<file path="config.mk">
export PLATFORM = sky130hd
export DESIGN_NAME = uart_tx_frame
export DESIGN_NICKNAME = d
export VERILOG_FILES = /design/src/rtl/uart_tx_frame.sv
export SDC_FILE = /design/constraint.sdc
export NUM_CORES = 1
export LEC_CHECK = 0
export CORE_MARGIN = 1
export CORE_UTILIZATION = 40
export DETAILED_ROUTE_END_ITERATION = 10
export SLEW_MARGIN = 10
export SYNTH_ARGS = -nofsm -noshare
export SYNTH_HDL_FRONTEND = slang
export SYNTH_SLANG_ARGS = --single-unit
</file>
<file path="constraint.sdc">
create_clock -name CLK_UART_TX -period 2 [get_ports CLK_UART_TX]
set_clock_uncertainty 0.05 [all_clocks]
set_input_delay 0.6 -clock CLK_UART_TX [delete_from_list [all_inputs] [get_ports CLK_UART_TX]]
set_output_delay 0.6 -clock CLK_UART_TX [all_outputs]
set_load 0.01 [all_outputs]
</file>
<file path="src/rtl/uart_tx_frame.sv">
// ---------------------------------------------------------------------------
// uart_tx_frame : baud-rate UART transmitter (start, LSB-first data, optional
// parity, stop). Optional one-entry holding register via UART_TX_HOLD_REG_EN.
// Revision: 1.0
// ---------------------------------------------------------------------------
`default_nettype none

module uart_tx_frame #(
  parameter int DATA_WIDTH = 8
) (
  input  logic                  CLK_UART_TX,
  input  logic                  RST_UART_TX,
  input  logic [DATA_WIDTH-1:0] P_DATA_UART_TX,
  input  logic                  DATA_VALID_UART_TX,
  input  logic                  PAR_EN_UART_TX,
  input  logic                  PAR_TYP_UART_TX,
  output logic                  READY_UART_TX,
  output logic                  TX_OUT_UART_TX,
  output logic                  BUSY_UART_TX
);

  localparam int CNT_W = (DATA_WIDTH > 1) ? $clog2(DATA_WIDTH) : 1;
  localparam logic [CNT_W-1:0] LAST_BIT = CNT_W'(DATA_WIDTH - 1);

  typedef enum logic [2:0] {
    IDLE   = 3'd0,
    START  = 3'd1,
    DATA   = 3'd2,
    PARITY = 3'd3,
    STOP   = 3'd4
  } state_t;

  state_t                state;
  logic [DATA_WIDTH-1:0] shreg;
  logic [CNT_W-1:0]      bit_cnt;
  logic                  par_en_q;
  logic                  par_bit_q;
  logic                  tx_q;
  logic                  busy_q;

  logic                  accept;
  logic                  frame_slot;
  logic                  start_now;
  logic [DATA_WIDTH-1:0] start_data;
  logic                  start_pen;
  logic                  start_ptyp;

  assign frame_slot = (state == IDLE) || (state == STOP);

`ifdef UART_TX_HOLD_REG_EN
  logic [DATA_WIDTH-1:0] hold_data;
  logic                  hold_pen;
  logic                  hold_ptyp;
  logic                  hold_full;
  logic                  start_from_hold;
  logic                  start_from_in;
  logic                  load_hold;

  assign READY_UART_TX   = !hold_full;
  assign accept          = DATA_VALID_UART_TX && READY_UART_TX;
  assign start_from_hold = frame_slot && hold_full;
  // With an empty hold register a byte arriving at a frame boundary bypasses it.
  assign start_from_in   = frame_slot && !hold_full && accept;
  assign load_hold       = accept && !start_from_in;

  always_comb begin
    start_now  = start_from_hold || start_from_in;
    start_data = P_DATA_UART_TX;
    start_pen  = PAR_EN_UART_TX;
    start_ptyp = PAR_TYP_UART_TX;
    if (hold_full) begin
      start_data = hold_data;
      start_pen  = hold_pen;
      start_ptyp = hold_ptyp;
    end
  end

  always_ff @(posedge CLK_UART_TX or posedge RST_UART_TX) begin
    if (RST_UART_TX) begin
      hold_data <= '0;
      hold_pen  <= 1'b0;
      hold_ptyp <= 1'b0;
      hold_full <= 1'b0;
    end else if (load_hold) begin
      hold_data <= P_DATA_UART_TX;
      hold_pen  <= PAR_EN_UART_TX;
      hold_ptyp <= PAR_TYP_UART_TX;
      hold_full <= 1'b1;
    end else if (start_from_hold) begin
      hold_full <= 1'b0;
    end
  end
`else
  assign READY_UART_TX = frame_slot;
  assign accept        = DATA_VALID_UART_TX && READY_UART_TX;

  always_comb begin
    start_now  = accept;
    start_data = P_DATA_UART_TX;
    start_pen  = PAR_EN_UART_TX;
    start_ptyp = PAR_TYP_UART_TX;
  end
`endif

  always_ff @(posedge CLK_UART_TX or posedge RST_UART_TX) begin
    if (RST_UART_TX) begin
      state     <= IDLE;
      shreg     <= '0;
      bit_cnt   <= '0;
      par_en_q  <= 1'b0;
      par_bit_q <= 1'b0;
      tx_q      <= 1'b1;
      busy_q    <= 1'b0;
    end else begin
      case (state)
        IDLE, STOP: begin
          if (start_now) begin
            state     <= START;
            shreg     <= start_data;
            par_en_q  <= start_pen;
            par_bit_q <= (^start_data) ^ start_ptyp;
            tx_q      <= 1'b0;
            busy_q    <= 1'b1;
          end else begin
            state  <= IDLE;
            tx_q   <= 1'b1;
            busy_q <= 1'b0;
          end
        end
        START: begin
          state   <= DATA;
          tx_q    <= shreg[0];
          shreg   <= shreg >> 1;
          bit_cnt <= '0;
        end
        DATA: begin
          if (bit_cnt == LAST_BIT) begin
            if (par_en_q) begin
              state <= PARITY;
              tx_q  <= par_bit_q;
            end else begin
              state <= STOP;
              tx_q  <= 1'b1;
            end
          end else begin
            tx_q    <= shreg[0];
            shreg   <= shreg >> 1;
            bit_cnt <= bit_cnt + 1'b1;
          end
        end
        PARITY: begin
          state <= STOP;
          tx_q  <= 1'b1;
        end
        default: begin
          state  <= IDLE;
          tx_q   <= 1'b1;
          busy_q <= 1'b0;
        end
      endcase
    end
  end

  assign TX_OUT_UART_TX = tx_q;
  assign BUSY_UART_TX   = busy_q;

endmodule

`default_nettype wire

</file>
== Word level (Yosys, flattened, before mapping) ==
Cells that the tools add are included.

* Register bits: 18
* Bits of input ports: 13
* Output and inout port bits: 3
* Logic and storage cells: 43

* $add $sub $neg: 1
* Equal/unequal tests: 8
* Mux-type cells: 15
* Bitwise logic cells: 1
* Reduce and logical (&&, ||, !) cells: 11

{| class="wikitable"
|+ Operators by type and width
! operator !! count
|-
| 8-bit case mux with 3 select lines || 1
|-
| 8-bit two-way mux || 2
|-
| 3-bit case mux with 4 select lines || 1
|-
| 3-bit two-way mux || 3
|-
| 8-bit parity || 1
|-
| 3-bit by 2-bit == test with 1-bit output, second input constant || 2
|-
| 3-bit == test, second input constant || 2
|-
| 2-bit != test, second input constant || 3
|-
| 3-bit case mux with 2 select lines || 1
|-
| 1-bit two-way mux || 5
|-
| 2-bit AND reduction || 2
|-
| 3-bit by 1-bit adder with 3-bit output, second input constant || 1
|-
| 3-bit by 1-bit == test with 1-bit output, second input constant || 1
|-
| 3-bit logical NOT || 1
|-
| 1-bit case mux with 3 select lines || 1
|-
| 3-bit AND reduction || 1
|-
| 3-bit nonzero test || 1
|-
| 3-bit OR reduction || 1
|-
| 1-bit case mux with 2 select lines || 1
|-
| 2-bit nonzero test || 1
|-
| 2-bit OR reduction || 1
|-
| 1-bit logical AND || 1
|-
| 1-bit logical OR || 1
|-
| 1-bit bitwise XOR || 1
|}

== Logic depth before layout (Yosys ltp) ==
Gate-level depths: netlist (run 1).

* Depth after elaboration: 5
* Gate-level depth with buffers: 6
* Mapped depth without buffers: 5

== Least setup slack after synthesis (run 1) ==
No wires, ideal clock.

* Kind: flip-flop to flip-flop
* Start point: register bit_cnt[0]
* End point: register shreg[0]
* Library setup time: 0.125 ns
* Data arrival time: 1.586 ns
* Data required time: 1.825 ns
* Path slack: 0.239 ns
* Stages on the path, launching flop included: 7
* Path buffers: 1
* Clock period less this slack: 1.761 ns
* Path through: dfrtp_1 -> ha_1 -> ha_1 -> o21a_1 -> o21a_1 -> buf_6 -> mux2_4

* Word-level cells in the longest chain between the ends: 3

{| class="wikitable"
|+ Ends and longest elaborated chain
! what !! line !! text
|-
| start, declared || 35 || <nowiki>logic [CNT_W-1:0] bit_cnt;</nowiki>
|-
| start signal, assigned || 148 || <nowiki>bit_cnt <= bit_cnt + 1'b1;</nowiki>
|-
| 3-bit == test || 137 || <nowiki>if (bit_cnt == LAST_BIT) begin</nowiki>
|-
| 2-bit != test (no line) || n/a ||
|-
| 3-bit AND reduction (no line) || n/a ||
|-
| end signal, assigned || 119 || <nowiki>shreg <= start_data;</nowiki>
|-
| end signal, assigned || 133 || <nowiki>shreg <= shreg >> 1;</nowiki>
|-
| end signal, assigned || 147 || <nowiki>shreg <= shreg >> 1;</nowiki>
|-
| end, declared || 34 || <nowiki>logic [DATA_WIDTH-1:0] shreg;</nowiki>
|}

No other way between the ends.
A chain may end at the register's enable or synchronous reset.

== Worst setup path after layout (run 1) ==
* Start point: register bit_cnt[0]
* End point: register shreg[6]

Same word-level chain as after synthesis.

==> run metrics, run 1 <==
number of DRC markers after the initial detailed-route iteration 4; Lkg Pwr 0.612 nW; synthesized netlist net count 99; Distinct cells, synth 31; share of the clock period used by the worst path 0.929; count of endpoints failing setup in the final report 0; average footprint of a synthesized cell 12.5 sq um; r2r setup slk 140 ps; post-route total power 1.95 mW; final estimated routing congestion in global placement 0.725; cell at the root of the clock tree clkbuf_4; Cell Count Post-Placement 134; critical path data required time 2140 ps; # DRC 0; post-cts hold buffer count 0; EDFF count, synth 0; number of buffers on the longest clock path 2; global route overflow 0; global-route usage over all layers 0.163; fraction of registers with async set or reset after synthesis 1.00; # Max-Cap Violations 0; cell area after synthesis 0.00105 sq mm; Worst Hold Path Cells 2; detailed-placement wirelength estimate 1460 um; clock tree from TritonCTS done; worst r2r src bit_cnt[0]; kind of cell with the highest combined delay on the critical path adder cells; initial antenna violation count 0; number of global-route vias before repair 715; shortest period the worst path allows 1860 ps; sink count of the clock tree 18; nature of the critical path endpoint flop; Critical Path Max Stage Delay 420 ps; highest attainable clock frequency 538 MHz; wire length of the first global-routing pass 3210 um; H-tree depth 1; Max Slew Vio Count 0; final non-filler cell total 140; width of the die 53.3 um; total number of placement rows 18; number of storage elements in the synthesis netlist 18; most common flop cell mapped by yosys dfrtp_1; area of the die 0.00284 sq mm; synth warn 0; final hold viol count 0; critical path start-end classification flop to flop; Area Growth Syn to Fin 27.3%; Seq/Total Area, Yosys 0.430; top fanout value on the critical path 8; Power Dens Cells 1460 mW/mm^2; slowest stage cell on the critical path dfrtp_1; Worst Reg2Reg Path Length in Cells 6; min-delay worst type flop to flop; largest net degree at the start of global routing 11; FF-to-FF End shreg[6]; Critical Path AT 2000 ps; worst hold path endpoint par_bit_q; count of input and output buffers 15; initial standard-cell utilization of the core 0.424; maximum vdd ir drop 0.000817 V; Gate Count Post-Synth 84; measured slew at the worst slew-check pin 338 ps; Routed WL 1880 um; via count 716; Max transition margin 0.774; via count normalized by instance count 5.11; Core Area 0.00248 sq mm; share of final-layout standard cells stronger than drive strength 1 0.318; worst hold start par_bit_q; logic depth of the worst setup path including buffers 6; outcome finished, final reports clean; RSZ-0062 raised after global routing no; number of iterations in the first detailed-routing pass 2; IO Count 16; number of buffers added by the clock tree synthesis step 3; worst-skew pair later-pin latency 300 ps; diode insertion count for antenna repair 0; critical path buffer and inverter count 1; net count reported at finish 126; routed length per placed instance 13.4 um; startpoint type of the worst setup path flop; vertical die dimension 53.3 um; Clock Pin Slew Worst Setup and Hold Paths 110 ps; CP Cell Sequence ha_1 -> ha_1 -> o21a_1 -> o21a_1 -> buf_12 -> mux2_4; Routed Antenna Nets 0
==> where the power goes <==
group,internal [mW],switching (mW),total [mW]
clock network,0.111,0.118,0.229
logic,0.662,0.412,1.07
registers,0.542,0.102,0.644
==> final cells by class <==
cell class                 instances  area [sq um]
multi-input combinational         59           557
clock buffer                       4          36.3
timing repair buffer              26           243
fill                             235          1140
sequential                        18           453
inverter                           3          11.3
tap                               30          37.5
==> flip-flops by register name (all words and copies together), names as in the netlist <==
name,count
BUSY_UART_TX,1
par_bit_q,1
state,3
TX_OUT_UART_TX,1
bit_cnt,3
shreg,8
par_en_q,1
==> what timing repair did <==
| item | in CTS | in global routing |
|---|---|---|
| buffers inserted | 2 | 0 |
| endpoints found under the setup margin | 2 | 0 |
| resized for setup | 4 | 0 |
==> metal layers <==
metal	vias to the layer above	routed length (um)	track usage
li1	346	-	-
met1	352	820	0.207
met2	12	955	0.258
met3	6	46	0.0259
met4	0	57	0.0965
met5	-	0	0
==> cells in the final DEF (no fill, tap or decap) <==
cell type / instances
nor2_2: 1
clkdlybuf4s50_1: 13
nand2b_1: 3
o21ai_0: 3
nand2_1: 2
nor3_1: 1
mux2_2: 4
dfstp_2: 1
o2111ai_1: 1
xor2_1: 2
nor2b_1: 3
clkbuf_4: 3
buf_4: 10
dfrtp_1: 16
xnor3_1: 1
nor2_1: 3
a21oi_4: 1
nor3b_1: 1
inv_1: 3
xnor2_1: 4
mux2_4: 8
buf_12: 1
o21bai_1: 1
o221ai_1: 1
a22o_2: 2
a21oi_1: 1
nand3_1: 1
ha_1: 2
dlygate4sd2_1: 2
nand4b_1: 1
a22o_1: 3
dfrtp_2: 1
o21a_1: 3
mux2_1: 4
clkbuf_8: 1
nand2b_4: 2
==> synthesized netlist by cell type, drive strengths merged, types with 2 or more instances <==
master,n,area (sq um)
ha,2,25.0
nor2,4,15.0
nand2,2,7.51
inv,3,11.3
dfrtp,17,425
o21ai,3,15.0
xor2,2,17.5
a22o,5,46.3
a21oi,2,21.3
nor2b,3,18.8
nand2b,5,46.3
buf,3,30.0
xnor2,4,35.0
mux2,16,210
o21a,3,22.5
==> through the flow <==
| step | utilization | area [sq um] | setup TNS (ps) | worst slack (ps) | hold WS [ps] |
|---|---|---|---|---|---|
| 5_1_grt | 0.540 | 1340 | 0 | 64.9 | 485 |
| 2_1_floorplan | - | 1050 | 0 | 239 | 400 |
| 3_5_place_dp | 0.519 | 1280 | -91.4 | -91.4 | 432 |
| 4_1_cts | 0.540 | 1340 | 0 | 125 | 462 |
| 6_report | 0.540 | 1340 | 0 | 143 | 458 |
| 3_3_place_gp | 0.519 | 1280 | -70.8 | -70.8 | 437 |
==> worst max-delay path by stage <==
stage                 startpoint        end  slack [ps]
2_1_floorplan         bit_cnt[0]   shreg[0]         240
6_report              bit_cnt[0]   shreg[6]         140
3_5_place_dp   P_DATA_UART_TX[2]  par_bit_q         -90
5_1_grt                 state[0]   shreg[4]          60
3_3_place_gp   P_DATA_UART_TX[2]  par_bit_q         -70
4_1_cts               bit_cnt[0]   shreg[6]         120
==> kinds of logic after synthesis <==
group	synth area share
and+or+nand+nor	0.108
DFF	0.430
AOI/OAI and AO/OA	0.124
muxes	0.200
xor gates and xnor gates	0.0714
buffers and inverters	0.0429
adders and majority gates	0.0238
==> worst min-delay path: cells and delay by family (launching register included) <==
family	cells	cell delay [ps]
AO/OA/AOI/OAI	1	60
flip-flops	1	370
AND/OR/NAND/NOR	1	50
Power figures use the tool's default switching activity.
==> inputs of run 2 (changes only) <==
- GPL_TIMING_DRIVEN: not set -> 0
- REMOVE_ABC_BUFFERS: not set -> 1
==> run 2 against run 1 <==
  * Combinational power shrank 10%
  * Setup slack lost 17 ps
  * Critical endpoint unchanged
  * Clock power shrank 5%
  * Largest power group unchanged
==> run metrics, run 2 (synthesis gave the netlist of run 1 again) <==
diode insertion count for antenna repair 0 (unchanged); Filler Cells Inserted 235 (unchanged); Net Switching 0.596 mW (-5.6%); Power Internal 1.23 mW (-6.1%); top fanout value on the critical path 10 (+2); area used by sequential logic in the layout 454 sq um (+0.28%); final non-filler cell total 131 (-6.4%); commonest cells after routing, fill and taps aside dfrtp_1, clkdlybuf4s50_1, mux2_4; share of total power in the clock network 0.119 (about the same); shortest period the worst path allows 1870 ps (+17.0 ps); Clock Pin Slew Worst Setup and Hold Paths 100 ps (about the same); Power Dens Cells 1450 mW/mm^2 (-0.47%); Max Slew Vio Count 0 (unchanged); number of DRC markers after the initial detailed-route iteration 8 (+4); sink count of the clock tree 18 (unchanged); via count normalized by instance count 5.02 (-1.8%); min-delay worst type flop to flop; routed length per placed instance 12.8 um (-5.0%); vertical die dimension 53.3 um (unchanged); area used by multi-input combinational logic 558 sq um (+0.22%); number of buffers added by the clock tree synthesis step 3 (unchanged); width of the die 53.3 um (unchanged); portion of total power attributed to combinational logic 0.526 (-0.026); outcome finished, final reports clean; Lkg Pwr 0.569 nW (-7.0%); IO Count 16 (unchanged); share of the clock period used by the worst path 0.937 (+0.00849); worst-skew pair later-pin latency 290 ps (about the same); number of iterations in the first detailed-routing pass 2 (unchanged); detailed-placement wirelength estimate 1170 um (-20%); critical path start-end classification flop to flop; initial standard-cell utilization of the core 0.424 (unchanged); # DRC 0 (unchanged); final hold viol count 0 (unchanged); share of final-layout standard cells stronger than drive strength 1 0.277 (-0.0410); final total negative setup slack 0 ps (unchanged); number of global-route vias before repair 650 (-9.1%); fraction of the core area covered by cells at the end of the flow 0.510 (-0.0298); maximum vdd ir drop 0.000739 V (-9.5%); most frequent standard cell in the layout excluding fill and tap cells dfrtp_1; number of buffers on the longest clock path 2 (unchanged); number of flip-flops in the largest register 8 (unchanged); measured slew at the worst slew-check pin 688 ps (+349 ps); Sw Share 0.326 (+0.00126); global route overflow 0 (unchanged); H-tree depth 1 (unchanged); count of endpoints failing setup in the final report 0 (unchanged); startpoint type of the worst setup path flop; worst-case hold slack 455 ps (-2.53 ps); largest net degree at the start of global routing 19 (+8); wire length of the first global-routing pass 2770 um (-14%); Area Growth Syn to Fin 20.2%; initial antenna violation count 0 (unchanged); clock tree from TritonCTS done; nature of the critical path endpoint flop; # Max-Cap Violations 0 (unchanged); highest attainable clock frequency 534 MHz (-0.91%); Cell Count Post-Placement 125 (-6.7%); count of input and output buffers 15 (unchanged); via count 658 (-8.1%); register containing the most flip-flops in the final layout shreg; critical path data required time 2130 ps (about the same); final estimated routing congestion in global placement 0.696 (-4.1%); registers with the most flip-flops shreg x8, bit_cnt x3, state x3; proportion of power drawn by flip-flops and latches 0.354 (+0.023); Routed Antenna Nets 0 (unchanged); total number of placement rows 18 (unchanged); Core Area 0.00248 sq mm (unchanged); Critical Path AT 2000 ps (about the same); global-route usage over all layers 0.143 (-0.0205); Max transition margin 0.541 (-0.233); area of the die 0.00284 sq mm (unchanged); net count reported at finish 117 (-7.1%); RSZ-0062 raised after global routing no; Routed WL 1670 um (-11%); cell at the root of the clock tree clkbuf_4
-- run 2: cell count changes in the layout (fill, tap and decap cells not counted), sizes merged --
cell,change
dlygate4sd2,-1
dlymetal6s2s,+1
buf,-9
-- run 2: worst max-delay path, cell delays in order (launching register included) --
cell and delay [ps]:
dfrtp_2 430, buf_4 180, nand2b_4 160, a21oi_4 300
mux2_2 370, mux2_4 260
-- run 2: final cells by class --
cell class,count,area share
Timing Repair Buffer,17,0.132
Sequential cell,18,0.359
Tap cell,30,0.0297
Multi-Input combinational cell,59,0.442
Clock buffer,4,0.0287
Inverter,3,0.00891
-- run 2: repair_timing --
| item | CTS | global route |
|---|---|---|
| hold buffers | 0 | 0 |
| setup endpoints to repair | 1 | 9 |
| resized for setup | 4 | 2 |
| setup buffers | 2 | 0 |
-- run 2: final timing paths --
check / start / end / slack, ps / cells after the start
max: state[1] / shreg[6] / 130 / 5
min: par_bit_q / par_bit_q / 460 / 2
max reg2reg: state[1] / shreg[6] / 130 / 5
min reg2reg: par_bit_q / par_bit_q / 460 / 2
max in group asynchronous: RST_UART_TX / state[0] / 770 / 2
min in group asynchronous: RST_UART_TX / bit_cnt[1] / 660 / 2
-- run 2: power groups by stage --
| stage | registers (mW) | logic (mW) | clock network (mW) |
|---|---|---|---|
| final | 0.649 | 0.963 | 0.218 |
| after global placement | 0.687 | 0.900 | 0 |
| after floorplan | 0.664 | 0.724 | 0 |
| after detailed placement | 0.690 | 0.915 | 0 |
| after CTS | 0.650 | 0.980 | 0.234 |
| after global routing | 0.668 | 1.06 | 0.246 |
-- run 2: routing by layer --
metal	global-route usage	wire, um	share of wire	up-vias
li1	-	-	-	332
met1	0.175	817	0.49	312
met2	0.221	762	0.46	12
met3	0.0517	74	0.044	2
met4	0.0658	16	0.0096	0
met5	0	0	0	-
-- run 2: stage by stage --
stage	setup WS [ps]	cell area (sq um)	total power, mW
after floorplan	190	1020	1.39
after global routing	39.3	1260	1.97
after global placement	-207	1200	1.59
after detailed placement	-215	1200	1.60
final	126	1260	1.83
after CTS	4.45	1260	1.86
==> inputs of run 3 (changes only) <==
- ABC_AREA: not set -> 0
==> results of run 3 <==
Final layout, timing and power as in run 2 (identical DEF).
==> variant, RTL diff (flow settings as in run 1) <==
Build with the macro `UART_TX_HOLD_REG_EN` defined.
--- a/src/rtl/uart_tx_frame.sv
+++ b/src/rtl/uart_tx_frame.sv
@@ -4,6 +4,8 @@
 // Revision: 1.0
 // ---------------------------------------------------------------------------
 `default_nettype none
+
+`define UART_TX_HOLD_REG_EN
 
 module uart_tx_frame #(
   parameter int DATA_WIDTH = 8
Behaviour: not the same (a bounded check fails within 4 cycles, from zero or initial values and one cycle with RST_UART_TX high).
==> variant against run 1 <==
Synthesized cell count up 70%; synthesized area grew 39%; sequential cell count up 11; critical path type is now input port to flip-flop; worst setup slack worse by 0.024 ns; critical path depth stayed put; design area up 37%; wire length is 46% higher; largest power group unchanged; power grew 63%; via count increased by 56%.
==> variant: results (changes against run 1) <==
stage,metric,value,unit,change
worst_setup_path,crit path from,P_DATA_UART_TX[5],,was bit_cnt[0]
cells_and_area,comb_multi_in,103,,was 59
global_route,vias in the first global route,1159,,was 715
cells_and_area,Data buffer area share,0.1526,,was 0.1815
detailed_routing,WL per Instance,12.38,microns,was 13.43 microns
cells_and_area,largest registers,"hold_data: 8 flops, shreg: 8 flops",,"was shreg: 8 flops, bit_cnt: 3 flops, state: 3 flops"
power_and_ir_drop,Clk network pwr share,0.128,,was 0.118
detailed_routing,met1 wire length,1252,microns,was 820 microns
outcome,outcome,"complete, no violations",,unchanged
detailed_routing,met3 wire len,102,microns,was 46 microns
cells_and_area,Filler cells,330,,was 235
logic_synthesis,Area contributors post-synth,"dfrtp_1 (48%), mux2_2 (7.7%), mux2i_1 (6.2%)",,"was dfrtp_1 (40%), mux2_4 (11%), mux2_1 (4.3%)"
logic_synthesis,"top cells by count, synth","dfrtp_1 (28), o21ai_0 (15), nand2_1 (14)",,"was dfrtp_1 (17), mux2_4 (8)"
global_route,first-pass GRT wire length,5071,microns,was 3208 microns
logic_synthesis,sequential share of the synthesized area,0.4970,,was 0.4298
logic_synthesis,share of the synthesized area in the top cell type,0.4790,,was 0.4048
worst_setup_path,Worst Path Arrival,2.09,ns,was 2.00 ns
detailed_routing,1st-iter DRT viols,40,,was 4
global_route,largest net degree at the start of global routing,30,,was 11
global_route,GRT Util Overall,0.1681,,was 0.1635
logic_synthesis,Netlist cell types,28,,was 31
logic_synthesis,total nets after synthesis,158,,was 99
cts,H-tree depth,2,,was 1
power_and_ir_drop,Leak,0.8279,nW,was 0.6119 nW
detailed_routing,drt pass-1 iters,4,,was 2
cells_and_area,post-layout util,0.5377,,was 0.5399
global_route,grt met2 use,0.2677,,was 0.2583
placed_design,DP HPWL,1994,microns,was 1456 microns
sta,Final Hold Slack,0.4412,ns,was 0.4577 ns
global_route,GR Util met3,0.03832,,was 0.02586
power_and_ir_drop,Comb group,0.00168,W,was 0.00107 W
cells_and_area,Final nets,190,,was 126
cts,worst-skew pair later-pin latency,0.33,ns,was 0.30 ns
worst_setup_path,worst r2r dst,par_bit_q,,was shreg[6]
worst_setup_path,CP Max Fanout,2,,was 8
cells_and_area,Seq/total area,0.3958,,was 0.3386
placed_design,dpl cell area,0.001769,sq mm,was 0.001285 sq mm
cts,post-CTS setup buffer count,0,,was 2
## variant: cell types whose count changed after synthesis, sizes merged, moves of 3 or more
cell and change:
o21a -3, mux2 -6, a22o -5, o22ai +3, a21oi +11, dfrtp +11, o21ai +13, mux2i +10
a22oi +3, nand2 +12, nor2 +9
## variant: metrics by stage
step,instances,worst slack (ns)
finish,222,0.1189
global route,222,0.02140
CTS,222,0.1037
detailed placement,214,-0.2404
global placement,214,-0.1682
floorplan,143,0.2225
## variant: critical path: cells and delay by family
kind                   cells  cell delay [ns]
AO/OA/AOI/OAI              1             0.12
XOR/XNOR                   3             0.73
buffers and inverters      1             0.42
multiplexers               1             0.23
## variant: logic make-up after synthesis
family	count (synthesis)	synth area share
mux	20	0.1480
compound gates	38	0.1429
simple gates	35	0.1018
flops	29	0.4970
fa+ha+maj	2	0.01711
buf+inv	11	0.03593
xor+xnor	8	0.05731
## variant: what timing repair did
item	in CTS	in global routing
setup endpoints to repair	2	0
gates resized for setup	2	0
hold buffers	0	0
